### src/rtl/arb_mux.sv
// arb_mux -- N-channel to 1 multiplexer with a single registered output slot.
//
// Purpose:
//   Selects one of NCH input channels and moves its word into a one-entry
//   output register. The channel is either picked directly by `sel` (fixed
//   mode) or by a round-robin scan that starts at a rotating pointer.
//   Valid/ready handshakes on both sides; one word per cycle when the
//   downstream keeps out_ready high.
//
// Ports:
//   clk        in   rising-edge clock for all state
//   rst_n      in   synchronous, active-low reset
//   mode       in   0 = fixed select, 1 = round-robin
//   sel        in   [SELW-1:0] channel index used in fixed mode
//   in_data    in   [NCH*WIDTH-1:0] channel k at [k*WIDTH +: WIDTH]
//   in_valid   in   [NCH-1:0] per-channel valid
//   in_ready   out  [NCH-1:0] per-channel ready (combinational)
//   out_data   out  [WIDTH-1:0] registered selected word
//   out_valid  out  registered output valid
//   out_ready  in   downstream ready
//   out_ch     out  [SELW-1:0] channel that supplied out_data
module arb_mux #(
  parameter int WIDTH = 16,
  parameter int NCH   = 4,
  parameter int SELW  = (NCH > 2) ? $clog2(NCH) : 1
) (
  input  logic                 clk,
  input  logic                 rst_n,
  input  logic                 mode,
  input  logic [SELW-1:0]      sel,
  input  logic [NCH*WIDTH-1:0] in_data,
  input  logic [NCH-1:0]       in_valid,
  output logic [NCH-1:0]       in_ready,
  output logic [WIDTH-1:0]     out_data,
  output logic                 out_valid,
  input  logic                 out_ready,
  output logic [SELW-1:0]      out_ch
);

  // Number of codes a SELW-bit index can take; channels above NCH-1 are
  // padded with zero so every index lookup stays in range.
  localparam int            NSLOT   = 2 ** SELW;
  localparam logic [SELW:0] NCH_W   = (SELW+1)'(NCH);
  localparam logic [SELW-1:0] LAST_CH = SELW'(NCH - 1);

  logic [WIDTH-1:0] out_data_q, out_data_d;
  logic             out_valid_q, out_valid_d;
  logic [SELW-1:0]  out_ch_q, out_ch_d;
  logic [SELW-1:0]  ptr_q, ptr_d;

  logic [WIDTH-1:0] ch_data [NSLOT];
  logic [NSLOT-1:0] valid_pad;

  logic             load_en;
  logic             grant_valid;
  logic [SELW-1:0]  grant_idx;
  logic             transfer;

  logic             rr_found;
  logic [SELW-1:0]  rr_idx;
  logic [SELW:0]    scan_sum;

  // Unpack channel data into an indexable array, zero-filling unused codes.
  genvar gi;
  generate
    for (gi = 0; gi < NSLOT; gi++) begin : g_slot
      if (gi < NCH) begin : g_real
        assign ch_data[gi] = in_data[gi*WIDTH +: WIDTH];
      end else begin : g_pad
        assign ch_data[gi] = '0;
      end
    end
  endgenerate

  assign valid_pad = NSLOT'(in_valid);

  // The single output slot can accept a word when empty or being drained.
  assign load_en = !out_valid_q || out_ready;

  // Round-robin scan: first valid channel at or after ptr, wrapping at NCH.
  // The modulo is done by one conditional subtract because ptr < NCH and
  // the offset is < NCH, so the sum is always below 2*NCH.
  always_comb begin
    rr_found = 1'b0;
    rr_idx   = '0;
    scan_sum = '0;
    for (int i = 0; i < NCH; i++) begin
      scan_sum = {1'b0, ptr_q} + (SELW+1)'(i);
      if (scan_sum >= NCH_W) begin
        scan_sum = scan_sum - NCH_W;
      end
      if (!rr_found && valid_pad[scan_sum[SELW-1:0]]) begin
        rr_found = 1'b1;
        rr_idx   = scan_sum[SELW-1:0];
      end
    end
  end

  // Grant selection. In fixed mode the grant does not depend on in_valid,
  // so ready is offered to the selected channel even while it is idle.
  always_comb begin
    if (mode) begin
      grant_valid = rr_found;
      grant_idx   = rr_idx;
    end else begin
      grant_valid = ({1'b0, sel} < NCH_W);
      grant_idx   = sel;
    end
  end

  assign transfer = rst_n && load_en && grant_valid && valid_pad[grant_idx];

  // Ready goes only to the granted channel and is forced low during reset.
  generate
    for (gi = 0; gi < NCH; gi++) begin : g_ready
      assign in_ready[gi] = rst_n && load_en && grant_valid &&
                            (grant_idx == SELW'(gi));
    end
  endgenerate

  // Next-state for the output slot and the round-robin pointer.
  always_comb begin
    out_data_d  = out_data_q;
    out_ch_d    = out_ch_q;
    out_valid_d = out_valid_q;
    ptr_d       = ptr_q;
    if (transfer) begin
      out_data_d  = ch_data[grant_idx];
      out_ch_d    = grant_idx;
      out_valid_d = 1'b1;
      if (mode) begin
        ptr_d = (grant_idx == LAST_CH) ? '0 : grant_idx + SELW'(1);
      end
    end else if (out_ready) begin
      // Drained with nothing to replace it; data and channel keep last value.
      out_valid_d = 1'b0;
    end
  end

  always_ff @(posedge clk) begin
    if (!rst_n) begin
      out_data_q  <= '0;
      out_ch_q    <= '0;
      out_valid_q <= 1'b0;
      ptr_q       <= '0;
    end else begin
      out_data_q  <= out_data_d;
      out_ch_q    <= out_ch_d;
      out_valid_q <= out_valid_d;
      ptr_q       <= ptr_d;
    end
  end

  assign out_data  = out_data_q;
  assign out_valid = out_valid_q;
  assign out_ch    = out_ch_q;

endmodule
### config.mk
export PLATFORM = sky130hd
export DESIGN_NAME = arb_mux
export DESIGN_NICKNAME = d
export VERILOG_FILES = /design/src/rtl/arb_mux.sv
export SDC_FILE = /design/constraint.sdc
export NUM_CORES = 1
export LEC_CHECK = 0
export ABC_CLOCK_PERIOD_IN_PS = 6200
export BUFFER_PORTS_ARGS = -buffer_cell sky130_fd_sc_hd__buf_2
export CORE_UTILIZATION = 31
export CTS_BUF_LIST = sky130_fd_sc_hd__clkbuf_4 sky130_fd_sc_hd__clkbuf_8 sky130_fd_sc_hd__clkbuf_16
export CTS_CLUSTER_DIAMETER = 100
export DETAILED_ROUTE_END_ITERATION = 8
export GPL_ROUTABILITY_DRIVEN = 0
export HOLD_SLACK_MARGIN = 0.12
export SKIP_CTS_REPAIR_TIMING = 1
export SLEW_MARGIN = 0
export SYNTH_ARGS = -nofsm -noshare
export SYNTH_HDL_FRONTEND = slang
export SYNTH_SLANG_ARGS = --single-unit
### constraint.sdc
create_clock -name clk -period 6.2 [get_ports clk]
set_clock_uncertainty 0.2 [all_clocks]
set_input_delay 1.24 -clock clk [delete_from_list [all_inputs] [get_ports clk]]
set_output_delay 1.24 -clock clk [all_outputs]
set_load 0.01 [all_outputs]
==> results by group <==
Cells and area
  – Synth-to-Final Area Change: 22.4%
  – Layout cells sized above 1: 28.0%
  – Antenna cells: 0
  – Layout filler cell count: about 840
  – Final net count: 498

Critical path
  – Crit end category: primary output
  – Crit path DAT: between 3 and 4 ns
  – CP Class: in2out
  – Largest fanout on the critical path: 44
  – Critical path required time: between 4 and 5 ns
  – Worst Setup Start Kind: input pin

Floorplanning
  – Die ar.: 7930 um^2
  – # rows: 31
  – Die height: 89.1 um
  – Die X: 89.1 um
  – Initial Utilization: 32.2%
  – Io pins: 97
  – Core ar.: 7290 um^2

Timing
  – Crit share post-route: 82.2%
  – Crit path time final: 5.10 ns
  – Slew Limit Fails: 0
  – Setup TNS: 0 ns
  – Post-route worst setup slack: 1.10 ns
  – Relative max-transition margin: 20.1%
  – Max frequency: slightly below 200 MHz
  – Final setup violation count: 0
  – RSZ-0062 raised after global routing: no
  – Slew @ Worst Pin: 1.20 ns
  – Final Hold Fails: 0

Synth
  – Ys async rst share: 0%
  – YS warnings: 0
  – Most common cell in the netlist: nand2_1
  – Mapped Cells: 349
  – Syn avg cell area: roughly 6.7 um^2
  – EDFF count, synth: 0
  – Most frequent cells after synthesis: 72 x nand2_1, 51 x a21oi_1, 33 x o21ai_0
  – Area share of the leading cell type in the synthesized netlist: 17.9%
  – Syn nets: around 430
  – #FFs+latches synth: 21
  – Main area contributors after synthesis: dfxtp_1 18%, nand2_1 12%, a21oi_1 11%
  – Register area share after synthesis: 17.9%
  – Ys flop type: dfxtp_1
  – Leading area contributor after synthesis: dfxtp_1
  – Synth cell types: 49
  – Netlist Area Pre-Place: 2350 um^2

Power and ir drop
  – Cell Pwr Density: approximately 160 nW/um^2
  – LEAKAGE: 1.23 nW
  – Peak VDD IR: 114 uV

Clock tree
  – CTS Buffer Depth: 2
  – Worst skew pair latency: 0.26 ns
  – Clock transition at path regs: 0.07 ns
  – Htree depth: 1
  – TritonCTS Buffers: 3
  – CTS Sinks: 21
  – Root Driver: clkbuf_8
  – CTS tree: built

GRT
  – Total track usage: 20.8%
  – Largest net degree at the start of global routing: 45
  – Gr ovfl total: 0
  – Initial antenna violation count: 0
  – First-pass GRT wire length: ~13000 um
  – Vias in the first global route: 2672

Drt
  – Post-Route WL: 8440 um
  – DRC: 0
  – Via count: 2930
  – DRT antenna net count: 0
  – Detailed Routing Iterations Pass 1: 5
  – Avg WL per Cell: around 16 um
  – Routed vias/inst: 5.63
  – First DRT Iteration DRCs: 308

Place
  – Port Buf Inserts: 96
  – Post-DP HPWL: 6190 um
  – Pre-CTS setup slack: roughly 1.1 ns

Run status
  – Status: finished, final reports clean

Worst hold path
  – HP Class: reg2reg

Flow run
  – Maximum capacitance violations: 0
[cell usage in the layout, fill, tap and decap left out, drive strengths merged, types with 2 or more instances in the layout]
| cell type | netlist | layout |
|---|---|---|
| mux2i | 16 | 16 |
| nor2 | 11 | 11 |
| nor3 | 17 | 17 |
| nor2b | 6 | 6 |
| nor4 | 17 | 17 |
| o21bai | 2 | 2 |
| clkbuf | 15 | 3 |
| nand2b | 3 | 3 |
| dfxtp | 21 | 21 |
| a311o | 15 | 15 |
| a21oi | 52 | 52 |
| buf | 19 | 102 |
| a211oi | 16 | 16 |
| inv | 6 | 6 |
| a31oi | 3 | 3 |
| a221oi | 2 | 2 |
| ha | 2 | 2 |
| nand2 | 72 | 72 |
| and2 | 2 | 2 |
| nand3 | 2 | 2 |
| o21ai | 33 | 33 |
[power by group]
part / leakage, nW / switching (mW) / internal [mW]
clock: 0.0255 / 0.0423 / 0.0447
sequential: 0.173 / 0.00963 / 0.149
combinational: 1.03 / 0.127 / 0.0840
total: 1.23 / 0.178 / 0.277
[routing by layer]
metal	share of wire [%]	GRT usage, %	vias to the layer above
met3	5.2	2.22	10
met2	47	34.7	112
li1	-	-	1444
met1	46	28.0	1364
met4	1.6	6.93	0
met5	0	0	-
[path summary, 6_finish.rpt]
kind,cells after the start,endpoint,slack [ns],startpoint
setup reg to reg,8,out_data[3]$_SDFFE_PN0P_,2.97,ptr_q[1]$_SDFFE_PN0P_
hold reg to reg,2,out_data[8]$_SDFFE_PN0P_,0.26,out_data[8]$_SDFFE_PN0P_
setup / recovery,7,in_ready[3],1.10,mode
hold / removal,2,out_data[8]$_SDFFE_PN0P_,0.26,out_data[8]$_SDFFE_PN0P_
[flip-flops by register name (all words and copies together) (netlist names)]
name and cells:
out_data 16, out_ch 2, ptr_q 2, out_valid 1
[area by class of cell]
class                           count  area, um^2  share of cell area, %
Multi-Input combinational cell    288        1740                   60.4
Inverter                            6        22.5                  0.783
Clock inverter                      1        5.00                  0.174
Clock buffer                        3        41.3                   1.44
Tap cell                           99         124                   4.31
Sequential cell                    21         420                   14.6
Timing Repair Buffer              102         526                   18.3
[metrics by stage]
| step | util (%) | power [mW] | instance area [um^2] | cells | hold slack (ns) |
|---|---|---|---|---|---|
| after detailed placement | 38.8 | 0.369 | 2830 | 516 | 0.249 |
| after global placement | 38.8 | 0.367 | 2830 | 516 | 0.246 |
| after global routing | 39.4 | 0.486 | 2880 | 520 | 0.278 |
| final | 39.4 | 0.456 | 2880 | 520 | 0.257 |
| after CTS | 39.4 | 0.457 | 2880 | 520 | 0.260 |
| after floorplan | - | 0.298 | 2350 | 349 | 0.281 |
[worst max-delay path, cell delays in order]
cell and delay, ns:
buf_2 0.58, nor2b_1 0.47, nor3_4 0.74, inv_2 0.13, ha_1 0.23, and2_1 0.13
buf_2 0.13
[cells by family after synthesis]
group	share of synthesized area (%)
flip-flops	17.9
AND/OR/NAND/NOR	28.6
buffers and inverters	8.15
adder cells (fa/ha/maj)	1.06
AO/OA/AOI/OAI	37.4
multiplexers	6.82
Power figures use the tool's default switching activity.
